`config.mk`:
```
export PLATFORM = sky130hd
export DESIGN_NAME = sram_bus_arbiter_flat
export DESIGN_NICKNAME = d
export VERILOG_FILES = /design/src/rtl/sram_bus_arbiter_pkg.sv /design/src/rtl/sram_bus_arbiter_if.sv /design/src/rtl/sram_bus_arbiter_owner_fifo.sv /design/src/rtl/sram_bus_arbiter.sv /design/src/flat_wrapper.sv
export SDC_FILE = /design/constraint.sdc
export NUM_CORES = 1
export LEC_CHECK = 0
export ABC_AREA = 1
export CAP_MARGIN = 20
export CORE_AREA = 2 2 118 120
export DETAILED_ROUTE_END_ITERATION = 16
export DIE_AREA = 0 0 120 122
export GPL_TIMING_DRIVEN = 0
export PLACE_DENSITY = 0.6
export REMOVE_ABC_BUFFERS = 1
export SKIP_CTS_REPAIR_TIMING = 1
export SYNTH_ARGS = -nofsm -noshare
export SYNTH_HDL_FRONTEND = slang
export SYNTH_SLANG_ARGS = --single-unit
```
`constraint.sdc`:
```
create_clock -name clk -period 4.6 [get_ports clk]
set_clock_uncertainty 0.1 [all_clocks]
set_input_delay 0.92 -clock clk [delete_from_list [all_inputs] [get_ports clk]]
set_output_delay 0.92 -clock clk [all_outputs]
set_load 0.05 [all_outputs]
```
`src/rtl/sram_bus_arbiter_pkg.sv`:
```
// rtl/sram_bus_arbiter_pkg.sv - shared types for the inst/data SRAM bus arbiter
package sram_bus_arbiter_pkg;

    typedef logic [31:0] word_t;
    typedef logic [1:0]  size_t;

    typedef enum logic {OWN_I, OWN_D} bus_owner_t;

    typedef enum logic [1:0] {ARB_IDLE, ARB_GNT_I, ARB_GNT_D} arb_state_t;

endpackage

```
`src/rtl/sram_bus_arbiter_if.sv`:
```
// rtl/sram_bus_arbiter_if.sv - SRAM-like request/response bus
interface sram_bus_arbiter_if;
    import sram_bus_arbiter_pkg::*;

    logic  req;
    logic  wr;
    size_t size;
    word_t addr;
    word_t wdata;
    logic  addr_ok;
    logic  data_ok;
    word_t rdata;

    modport master (
        output req, wr, size, addr, wdata,
        input  addr_ok, data_ok, rdata
    );

    modport slave (
        input  req, wr, size, addr, wdata,
        output addr_ok, data_ok, rdata
    );

endinterface

```
`src/rtl/sram_bus_arbiter_owner_fifo.sv`:
```
// rtl/sram_bus_arbiter_owner_fifo.sv - in-order queue of bus owners awaiting data_ok
module owner_fifo
    import sram_bus_arbiter_pkg::*;
#(
    parameter int DEPTH = 2
) (
    input  logic       clk,
    input  logic       reset,
    input  logic       push,
    input  bus_owner_t push_owner,
    input  logic       pop,
    output bus_owner_t head,
    output logic       full,
    output logic       empty
);

    localparam int PW = (DEPTH > 1) ? $clog2(DEPTH) : 1;
    localparam int CW = $clog2(DEPTH) + 1;

    bus_owner_t     slots [DEPTH];
    logic [PW-1:0]  wr_ptr;
    logic [PW-1:0]  rd_ptr;
    logic [CW-1:0]  count;

    function automatic logic [PW-1:0] next_ptr(input logic [PW-1:0] p);
        return (p == PW'(DEPTH - 1)) ? '0 : p + 1'b1;
    endfunction

    assign head  = slots[rd_ptr];
    assign full  = (count == CW'(DEPTH));
    assign empty = (count == '0);

    always_ff @(posedge clk) begin
        if (push) begin
            slots[wr_ptr] <= push_owner;
        end
    end

    always_ff @(posedge clk) begin
        if (reset) begin
            wr_ptr <= '0;
            rd_ptr <= '0;
            count  <= '0;
        end else begin
            if (push) begin
                wr_ptr <= next_ptr(wr_ptr);
            end
            if (pop) begin
                rd_ptr <= next_ptr(rd_ptr);
            end
            case ({push, pop})
                2'b10:   count <= count + 1'b1;
                2'b01:   count <= count - 1'b1;
                default: count <= count;
            endcase
        end
    end

endmodule

```
`src/rtl/sram_bus_arbiter.sv`:
```
// rtl/sram_bus_arbiter.sv - shares one SRAM-like bus between inst and data ports
module sram_bus_arbiter
    import sram_bus_arbiter_pkg::*;
#(
    parameter int OUTSTANDING  = 2,
    parameter int STARVE_LIMIT = 4
) (
    input  logic                 clk,
    input  logic                 reset,
    sram_bus_arbiter_if.slave    inst_bus,
    sram_bus_arbiter_if.slave    data_bus,
    sram_bus_arbiter_if.master   mem_bus,
    output logic                 proto_err
);

    localparam int SCW = $clog2(STARVE_LIMIT + 1);

    arb_state_t     state;
    logic [SCW-1:0] starve_cnt;

    logic       fifo_full;
    logic       fifo_empty;
    bus_owner_t head_owner;

    logic       pick_valid;
    bus_owner_t pick_owner;
    logic       grant_valid;
    bus_owner_t owner;
    logic       sel_d;
    logic       owner_req;
    logic       m_req;
    logic       accept;
    logic       resp_valid;

    // Data wins unless inst has already watched STARVE_LIMIT data grants go by.
    always_comb begin
        pick_valid = 1'b0;
        pick_owner = OWN_I;
        if (!fifo_full) begin
            if (data_bus.req && !(inst_bus.req && starve_cnt == SCW'(STARVE_LIMIT))) begin
                pick_valid = 1'b1;
                pick_owner = OWN_D;
            end else if (inst_bus.req) begin
                pick_valid = 1'b1;
                pick_owner = OWN_I;
            end
        end
    end

    always_comb begin
        grant_valid = 1'b0;
        owner       = OWN_I;
        case (state)
            ARB_GNT_I: begin grant_valid = 1'b1; owner = OWN_I; end
            ARB_GNT_D: begin grant_valid = 1'b1; owner = OWN_D; end
            default:   begin grant_valid = pick_valid; owner = pick_owner; end
        endcase
    end

    assign sel_d      = (owner == OWN_D);
    assign owner_req  = sel_d ? data_bus.req : inst_bus.req;
    assign m_req      = grant_valid && owner_req && !fifo_full && !reset;
    assign accept     = m_req && mem_bus.addr_ok;
    assign resp_valid = mem_bus.data_ok && !fifo_empty && !reset;

    assign mem_bus.req   = m_req;
    assign mem_bus.wr    = sel_d ? data_bus.wr    : inst_bus.wr;
    assign mem_bus.size  = sel_d ? data_bus.size  : inst_bus.size;
    assign mem_bus.addr  = sel_d ? data_bus.addr  : inst_bus.addr;
    assign mem_bus.wdata = sel_d ? data_bus.wdata : inst_bus.wdata;

    assign inst_bus.addr_ok = accept && !sel_d;
    assign data_bus.addr_ok = accept && sel_d;
    assign inst_bus.data_ok = resp_valid && (head_owner == OWN_I);
    assign data_bus.data_ok = resp_valid && (head_owner == OWN_D);
    assign inst_bus.rdata   = mem_bus.rdata;
    assign data_bus.rdata   = mem_bus.rdata;

    owner_fifo #(
        .DEPTH (OUTSTANDING)
    ) u_owner_fifo (
        .clk        (clk),
        .reset      (reset),
        .push       (accept),
        .push_owner (owner),
        .pop        (resp_valid),
        .head       (head_owner),
        .full       (fifo_full),
        .empty      (fifo_empty)
    );

    // After an accept we fall back to IDLE, whose grant is combinational, so there is no bubble.
    always_ff @(posedge clk) begin
        if (reset) begin
            state      <= ARB_IDLE;
            starve_cnt <= '0;
            proto_err  <= 1'b0;
        end else begin
            case (state)
                ARB_IDLE: begin
                    if (pick_valid && !accept) begin
                        state <= (pick_owner == OWN_D) ? ARB_GNT_D : ARB_GNT_I;
                    end
                end
                default: begin
                    if (accept || !owner_req) begin
                        state <= ARB_IDLE;
                    end
                end
            endcase

            if ((accept && !sel_d) || !inst_bus.req) begin
                starve_cnt <= '0;
            end else if (accept && starve_cnt != SCW'(STARVE_LIMIT)) begin
                starve_cnt <= starve_cnt + 1'b1;
            end

            if (mem_bus.data_ok && fifo_empty) begin
                proto_err <= 1'b1;
            end
        end
    end

endmodule
```
`src/flat_wrapper.sv`:
```
// flat-port wrapper written by rule: the top's interface ports become plain ports
module sram_bus_arbiter_flat import sram_bus_arbiter_pkg::*;
#(
    parameter int OUTSTANDING  = 2,
    parameter int STARVE_LIMIT = 4
)
  (clk, reset, proto_err, inst_bus_req, inst_bus_wr, inst_bus_size, inst_bus_addr, inst_bus_wdata, inst_bus_addr_ok, inst_bus_data_ok, inst_bus_rdata, data_bus_req, data_bus_wr, data_bus_size, data_bus_addr, data_bus_wdata, data_bus_addr_ok, data_bus_data_ok, data_bus_rdata, mem_bus_req, mem_bus_wr, mem_bus_size, mem_bus_addr, mem_bus_wdata, mem_bus_addr_ok, mem_bus_data_ok, mem_bus_rdata);
  sram_bus_arbiter_if inst_bus_i ();
  sram_bus_arbiter_if data_bus_i ();
  sram_bus_arbiter_if mem_bus_i ();
  input  logic clk;
  input  logic reset;
  output logic proto_err;
  input wire logic [$bits(inst_bus_i.req)-1:0] inst_bus_req;
  input wire logic [$bits(inst_bus_i.wr)-1:0] inst_bus_wr;
  input wire logic [$bits(inst_bus_i.size)-1:0] inst_bus_size;
  input wire logic [$bits(inst_bus_i.addr)-1:0] inst_bus_addr;
  input wire logic [$bits(inst_bus_i.wdata)-1:0] inst_bus_wdata;
  output wire logic [$bits(inst_bus_i.addr_ok)-1:0] inst_bus_addr_ok;
  output wire logic [$bits(inst_bus_i.data_ok)-1:0] inst_bus_data_ok;
  output wire logic [$bits(inst_bus_i.rdata)-1:0] inst_bus_rdata;
  input wire logic [$bits(data_bus_i.req)-1:0] data_bus_req;
  input wire logic [$bits(data_bus_i.wr)-1:0] data_bus_wr;
  input wire logic [$bits(data_bus_i.size)-1:0] data_bus_size;
  input wire logic [$bits(data_bus_i.addr)-1:0] data_bus_addr;
  input wire logic [$bits(data_bus_i.wdata)-1:0] data_bus_wdata;
  output wire logic [$bits(data_bus_i.addr_ok)-1:0] data_bus_addr_ok;
  output wire logic [$bits(data_bus_i.data_ok)-1:0] data_bus_data_ok;
  output wire logic [$bits(data_bus_i.rdata)-1:0] data_bus_rdata;
  output wire logic [$bits(mem_bus_i.req)-1:0] mem_bus_req;
  output wire logic [$bits(mem_bus_i.wr)-1:0] mem_bus_wr;
  output wire logic [$bits(mem_bus_i.size)-1:0] mem_bus_size;
  output wire logic [$bits(mem_bus_i.addr)-1:0] mem_bus_addr;
  output wire logic [$bits(mem_bus_i.wdata)-1:0] mem_bus_wdata;
  input wire logic [$bits(mem_bus_i.addr_ok)-1:0] mem_bus_addr_ok;
  input wire logic [$bits(mem_bus_i.data_ok)-1:0] mem_bus_data_ok;
  input wire logic [$bits(mem_bus_i.rdata)-1:0] mem_bus_rdata;
  assign inst_bus_i.req = inst_bus_req;
  assign inst_bus_i.wr = inst_bus_wr;
  assign inst_bus_i.size = inst_bus_size;
  assign inst_bus_i.addr = inst_bus_addr;
  assign inst_bus_i.wdata = inst_bus_wdata;
  assign inst_bus_addr_ok = inst_bus_i.addr_ok;
  assign inst_bus_data_ok = inst_bus_i.data_ok;
  assign inst_bus_rdata = inst_bus_i.rdata;
  assign data_bus_i.req = data_bus_req;
  assign data_bus_i.wr = data_bus_wr;
  assign data_bus_i.size = data_bus_size;
  assign data_bus_i.addr = data_bus_addr;
  assign data_bus_i.wdata = data_bus_wdata;
  assign data_bus_addr_ok = data_bus_i.addr_ok;
  assign data_bus_data_ok = data_bus_i.data_ok;
  assign data_bus_rdata = data_bus_i.rdata;
  assign mem_bus_req = mem_bus_i.req;
  assign mem_bus_wr = mem_bus_i.wr;
  assign mem_bus_size = mem_bus_i.size;
  assign mem_bus_addr = mem_bus_i.addr;
  assign mem_bus_wdata = mem_bus_i.wdata;
  assign mem_bus_i.addr_ok = mem_bus_addr_ok;
  assign mem_bus_i.data_ok = mem_bus_data_ok;
  assign mem_bus_i.rdata = mem_bus_rdata;
  sram_bus_arbiter #(.OUTSTANDING(OUTSTANDING), .STARVE_LIMIT(STARVE_LIMIT)) u_core (.clk(clk), .reset(reset), .inst_bus(inst_bus_i), .data_bus(data_bus_i), .mem_bus(mem_bus_i), .proto_err(proto_err));
endmodule
```
==> run summary, run 1 <==
Synth Cell Area: 0.002137 mm²
DIE HEIGHT: 122 µm
Worst Hold Slack: 0.3751 ns
P_leak: 0.002406 µW
# setup viols final: 0
Gp weighted congestion: 0.7186
Slew Limit Fails: 0
Area of the multi-input gates: 0.001234 mm²
Min-Delay Path Class: flop to flop
Crit. End Element: primary output
Core Area: 0.01350 mm²
CTS Root Cell: clkbuf_16
Maximum clock insertion buffer count: 2
Initial Util: 15.83%
Clock Sink Count: 13
Achievable frequency: 229.2 MHz
Final worst slack: 0.2371 ns
Power per Cell Area: 657.5 mW/mm²
Max incr delay on CP: 0.81 ns
Actual slew at the worst max-slew pin: 0.5857 ns
Final-layout fill cell count: 1475
DP Worst Slack: -0.3659 ns
RSZ-0062 raised after global routing: no
Placed insts: 704
Global-route wire length before repair: 14010 µm
Final hold violation count: 0
Final std cells w/o fill: 708
Row count: 43
Tcrit/Tclk final: 94.85%
GR Overflow Total: 0
Register cell area after layout: 280.3 µm²
Sequential cell area fraction in the yosys report: 13.11%
H-tree depth: 1
GR Util All Layers: 12.50%
Worst-path clk slew: 0.04 ns
Crit-path cells: clkdlybuf4s50_1 -> nand3_1 -> nand4_4 -> nand2_4 -> clkinv_2 -> nor2_1 -> clkdlybuf4s50_1
Family with the most delay on the worst path: buffers and inverters
Synth Area in Adders: 2.342%
Most used cell, CP: clkdlybuf4s50_1
DPL Wire Length: 8391 µm
CTS tree: done
Headroom to the max-slew limit: 60.89%
Vias per cell: 3.852
YS warnings: 0
Post-synthesis cell count: 388
Distinct cell type count after synthesis: 26
I/O pin count: 309
Worst setup SP type: primary input
Worst VDD drop: 275.3 µV
Layout cells sized above 1: 4.735%
Routed WL: 10200 µm
Avg Inst Size Synth: 5.508 µm²
N_diodes: 0
Xor/xnor share of the synthesized area: 0.8197%
Mean routed wirelength per cell: 14.41 µm
Die X: 120 µm
Simple-gate share of the synthesized area: 50.64%
Antenna violations before repair: 0
Vias in the first global route: 2518
Crit-path slowest cell: clkdlybuf4s50_1
Vias: 2727
DR pass1 iterations: 4
Post-route ant nets: 0
Drc violations: 0
Nets: 705
CP Class: primary input to primary output
Crit Path Max Fanout: 27
Mux cell area share after synthesis: 0%
Compound-Gate Fraction of Synth Area: 3.689%
Worst path bufs/invs: 3
Worst-Skew Late Latency: 0.24 ns
Arrival time at the worst endpoint: 3.34 ns
Yosys reg bits: 13
MaxCap Viol Count: 0
Critical Path RT: 3.58 ns
Pin count of the biggest net entering global routing: 55
Fin crit period: 4.363 ns
Buffers on Ports: 212
Inserted Clock Buffers: 3
Status: finished clean
Largest family of logic cells by synthesized area: simple AND/OR/NAND/NOR gates
Initial DRC count: 104
Synthesis-to-finish area growth: 96.37%
Die area: 0.01464 mm²
cell usage after synthesis (all sizes together):
cell	n	area share, %
nand4	3	2.3
edfxtp	2	2.8
clkbuf	6	1.1
xor2	2	0.82
clkinv	1	0.23
a31oi	1	0.29
nand3	14	4.3
buf	72	25
o21ai	4	1.1
nor2	14	3.6
dfxtp	11	10
nand2	225	40
inv	20	3.5
a21oi	9	2.3
ha	4	2.3
cell usage in the layout, fill, tap and decap left out:
| cell type | Yosys | final |
|---|---|---|
| a31oi_1 | 1 | 1 |
| xor2_1 | 2 | 2 |
| clkinv_2 | 1 | 2 |
| nand4_1 | 1 | 1 |
| nand3_4 | 1 | 1 |
| dlymetal6s2s_1 | 0 | 54 |
| inv_1 | 14 | 14 |
| edfxtp_1 | 2 | 2 |
| o21ai_2 | 1 | 1 |
| a21oi_1 | 8 | 8 |
| clkdlybuf4s50_1 | 0 | 158 |
| nand2_1 | 221 | 221 |
| dfxtp_1 | 11 | 11 |
| nand3_2 | 2 | 2 |
| buf_12 | 0 | 2 |
| nand3_1 | 11 | 11 |
| a21oi_2 | 1 | 1 |
| nand4_4 | 2 | 2 |
| nand2_2 | 2 | 1 |
| clkbuf_1 | 6 | 1 |
| nor2_8 | 1 | 1 |
| nor2_4 | 1 | 1 |
| ha_1 | 4 | 4 |
| nand2_4 | 2 | 3 |
| nor2_1 | 12 | 12 |
| o21ai_0 | 3 | 3 |
| inv_2 | 6 | 5 |
| clkbuf_16 | 0 | 3 |
power breakdown:
part / internal [µW] / switching (µW)
sequential: 137 / 10.1
clock: 117 / 45.7
combinational: 768 / 1680
registers in the layout, indices dropped and copies added, names as in the netlist, named ones only:
name                        flops
u_core.proto_err                1
u_core.starve_cnt               3
u_core.state                    2
u_core.u_owner_fifo.count       2
u_core.u_owner_fifo.rd_ptr      1
u_core.u_owner_fifo.slots       2
u_core.u_owner_fifo.wr_ptr      1
final timing paths:
path / end / start / slack [ns] / cells past startpoint
worst min register to register: u_core.proto_err / u_core.proto_err / 0.38 / 2
worst max register to register: u_core.starve_cnt[2] / u_core.state[0] / 2.37 / 9
worst max-delay path: data_bus_addr_ok / inst_bus_req / 0.24 / 7
worst min-delay path: u_core.proto_err / u_core.proto_err / 0.38 / 2
per-layer routing:
metal  track usage [%]  up-vias  part of all wire [%]  wire (µm)
met5             8.681        -                   1.2        119
met4             1.029        4                  0.32         33
met3             9.644        7                    16       1611
met2             16.83      198                    42       4265
li1                  -     1389                     -          -
met1             15.48     1129                    41       4171
worst min-delay path, stage by stage (launching register included):
cell     delay (ns)
dfxtp_1        0.33
a31oi_1        0.04
nor2_1         0.07
layout make-up:
| cell class | count | share of cell area [%] |
|---|---|---|
| clock buffers | 4 | 1.878 |
| inverters | 21 | 1.938 |
| multi-input cells | 276 | 29.40 |
| flip-flops and latches | 13 | 6.679 |
| well taps | 180 | 5.367 |
| repair buffers | 214 | 54.74 |
metrics by stage:
step,util [%],power [µW],cell area (µm²),setup TNS (ns)
2_1_floorplan,-,1752,1589,0
6_report,31.08,2759,4197,0
4_1_cts,30.03,2814,4055,-14.45
5_1_grt,31.08,2917,4197,0
3_3_place_gp,29.15,2633,3936,-95.61
3_5_place_dp,29.45,2638,3976,-13.87
kinds of logic (layout without fill, tap and decap cells):
family	count (synthesis)	in the layout
AND/OR/NAND/NOR	256	256
buffers and inverters	99	239
AO/OA/AOI/OAI	14	14
flip-flops	13	13
adder cells (fa/ha/maj)	4	4
XOR/XNOR	2	2
(Power assumes the default switching activity.)
==> run 2, diff against run 1 <==
--- a/config.mk
+++ b/config.mk
@@ -13,6 +13,7 @@
 export GPL_TIMING_DRIVEN = 0
 export PLACE_DENSITY = 0.6
 export REMOVE_ABC_BUFFERS = 1
+export SETUP_SLACK_MARGIN = 0.2
 export SKIP_CTS_REPAIR_TIMING = 1
 export SYNTH_ARGS = -nofsm -noshare
 export SYNTH_HDL_FRONTEND = slang
==> run 2 against run 1 <==
  * Sequential power hardly changed
  * Core utilization is 0.19 points higher
  * Setup slack better by 0.094 ns
  * Hold slack hardly changed
  * Flip-flop and latch count stayed put
==> run summary, run 2 (synthesis gave the netlist of run 1 again) <==
Status: finished clean (unchanged)
Clock Sink Count: 13 (unchanged)
Initial DRC count: 112 (was 104)
Post-route ant nets: 0 (unchanged)
N_diodes: 0 (unchanged)
Slew Limit Fails: 0 (unchanged)
Worst-path clk slew: 0.04 ns (about the same)
Arrival time at the worst endpoint: 3.25 ns (was 3.34 ns)
Final worst slack: 0.3306 ns (was 0.2371 ns)
CTS tree: done (unchanged)
Global-route wire length before repair: 14010 µm (unchanged)
Power per Cell Area: 650.5 mW/mm² (was 657.5 mW/mm²)
# setup viols final: 0 (unchanged)
Met2 wire len: 4326 µm (was 4265 µm)
Nets: 705 (unchanged)
Inserted Clock Buffers: 3 (unchanged)
Gp weighted congestion: 0.7186 (unchanged)
Die area: 0.01464 mm² (unchanged)
MaxCap Viol Count: 0 (unchanged)
Core Area: 0.01350 mm² (unchanged)
Crit Path Max Fanout: 45 (was 27)
Pin count of the biggest net entering global routing: 55 (unchanged)
CP Class: primary input to primary output (unchanged)
Vias in the first global route: 2518 (unchanged)
DP Worst Slack: -0.3659 ns (unchanged)
Row count: 43 (unchanged)
Achievable frequency: 234.2 MHz (was 229.2 MHz)
Top sig layer: met5 (unchanged)
Headroom to the max-slew limit: 60.20% (was 60.89%)
Most common cell after layout, fill and taps aside: nand2_1 (unchanged)
Synthesis-to-finish area growth: 97.60% (was 96.37%)
Vias: 2750 (was 2727)
Drc violations: 0 (unchanged)
Critical Path RT: 3.58 ns (about the same)
Crit-path cells: clkdlybuf4s50_1 -> nand3_1 -> nand4_4 -> nand2_4 -> buf_12 -> nand2_1 -> nand2_1 -> clkdlybuf4s50_1 (was clkdlybuf4s50_1 -> nand3_1 -> nand4_4 -> nand2_4 -> clkinv_2 -> nor2_1 -> clkdlybuf4s50_1)
Family with the most delay on the worst path: buffers and inverters (unchanged)
Maximum clock insertion buffer count: 2 (unchanged)
Placed insts: 704 (unchanged)
DIE HEIGHT: 122 µm (unchanged)
Final std cells w/o fill: 708 (unchanged)
Vias per cell: 3.884 (was 3.852)
Buffers on Ports: 212 (unchanged)
Worst-Skew Late Latency: 0.24 ns (about the same)
RSZ-0062 raised after global routing: no (unchanged)
H-tree depth: 1 (unchanged)
Routed WL: 10210 µm (was 10200 µm)
Setup TNS: 0 ns (unchanged)
Max reg flops: 3 (unchanged)
Fin crit period: 4.269 ns (was 4.363 ns)
DR pass1 iterations: 4 (unchanged)
Layout cells sized above 1: 4.924% (was 4.735%)
Most frequent cells in the layout: nand2_1 (221), clkdlybuf4s50_1 (145), dlymetal6s2s_1 (66), inv_1 (14), nor2_1 (12) (was nand2_1 (221), clkdlybuf4s50_1 (158), dlymetal6s2s_1 (54), inv_1 (14), nor2_1 (12))
Initial Util: 15.83% (unchanged)
Final-layout fill cell count: 1471 (was 1475)
Actual slew at the worst max-slew pin: 0.5961 ns (was 0.5857 ns)
Tcrit/Tclk final: 92.81% (was 94.85%)
I/O pin count: 309 (unchanged)
Largest Register: u_core.starve_cnt (unchanged)
Max incr delay on CP: 0.80 ns (was 0.81 ns)
Met3 Routed Length: 1609 µm (was 1611 µm)
Worst path bufs/invs: 3 (unchanged)
DPL Wire Length: 8391 µm (unchanged)
P_leak: 0.002537 µW (was 0.002406 µW)
Worst Hold Slack: 0.3750 ns (was 0.3751 ns)
Min-Delay Path Class: flop to flop (unchanged)
Die X: 120 µm (unchanged)
CTS Root Cell: clkbuf_16 (unchanged)
Worst VDD drop: 275.4 µV (was 275.3 µV)
Crit-path slowest cell: clkdlybuf4s50_1 (unchanged)
Worst setup SP type: primary input (unchanged)
Wire length on met1: 4107 µm (was 4171 µm)
Final hold violation count: 0 (unchanged)
Mean routed wirelength per cell: 14.42 µm (was 14.41 µm)
Crit. End Element: primary output (unchanged)
GR Util All Layers: 12.50% (unchanged)
Antenna violations before repair: 0 (unchanged)
GR Overflow Total: 0 (unchanged)
[run 2: changes by cell type in the layout (fill, tap and decap cells not counted)]
cell,previous run,this run
clkbuf_2,0,1
inv_4,0,1
clkinv_2,2,1
dlymetal6s2s_1,54,66
clkdlybuf4s50_1,158,145
[run 2: area by class of cell]
class / instances / area (µm²) / share of cell area, %
timing repair buffer: 214 / 2322 / 54.99
multi-input combinational: 276 / 1234 / 29.21
sequential: 13 / 280.3 / 6.637
tap: 180 / 225.2 / 5.333
inverter: 21 / 82.58 / 1.956
clock buffer: 4 / 78.83 / 1.867
[run 2: where the power goes]
| part | switching, µW | internal [µW] | total [µW] | leakage, µW |
|---|---|---|---|---|
| clock | 45.3 | 117 | 162 | 0.0000382 |
| combinational | 1680 | 760 | 2440 | 0.00239 |
| sequential | 10.1 | 137 | 147 | 0.000108 |
| total | 1730 | 1010 | 2750 | 0.00254 |
[run 2: through the flow]
step / power (µW) / util [%] / area, µm²
after global placement: 2633 / 29.15 / 3936
after CTS: 2814 / 30.03 / 4055
after detailed placement: 2638 / 29.45 / 3976
final: 2747 / 31.27 / 4223
after global routing: 2911 / 31.27 / 4223
after floorplan: 1752 / - / 1589
[run 2: per-layer routing]
layer	up-vias	track usage, %
met5	-	8.681
met4	4	1.029
met1	1146	15.48
li1	1388	-
met3	11	9.644
met2	201	16.83
[run 2: worst paths after layout]
kind / start / end / slack (ns) / cells after the start
worst max-delay path: inst_bus_req / mem_bus_wdata[26] / 0.33 / 8
worst max register to register: u_core.state[0] / u_core.state[1] / 2.41 / 13
worst min-delay path: u_core.proto_err / u_core.proto_err / 0.37 / 2
worst min register to register: u_core.proto_err / u_core.proto_err / 0.37 / 2
[run 2: worst min-delay path: stages (launching register included)]
cell	delay (ns)
dfxtp_1	0.33
a31oi_1	0.04
nor2_1	0.07
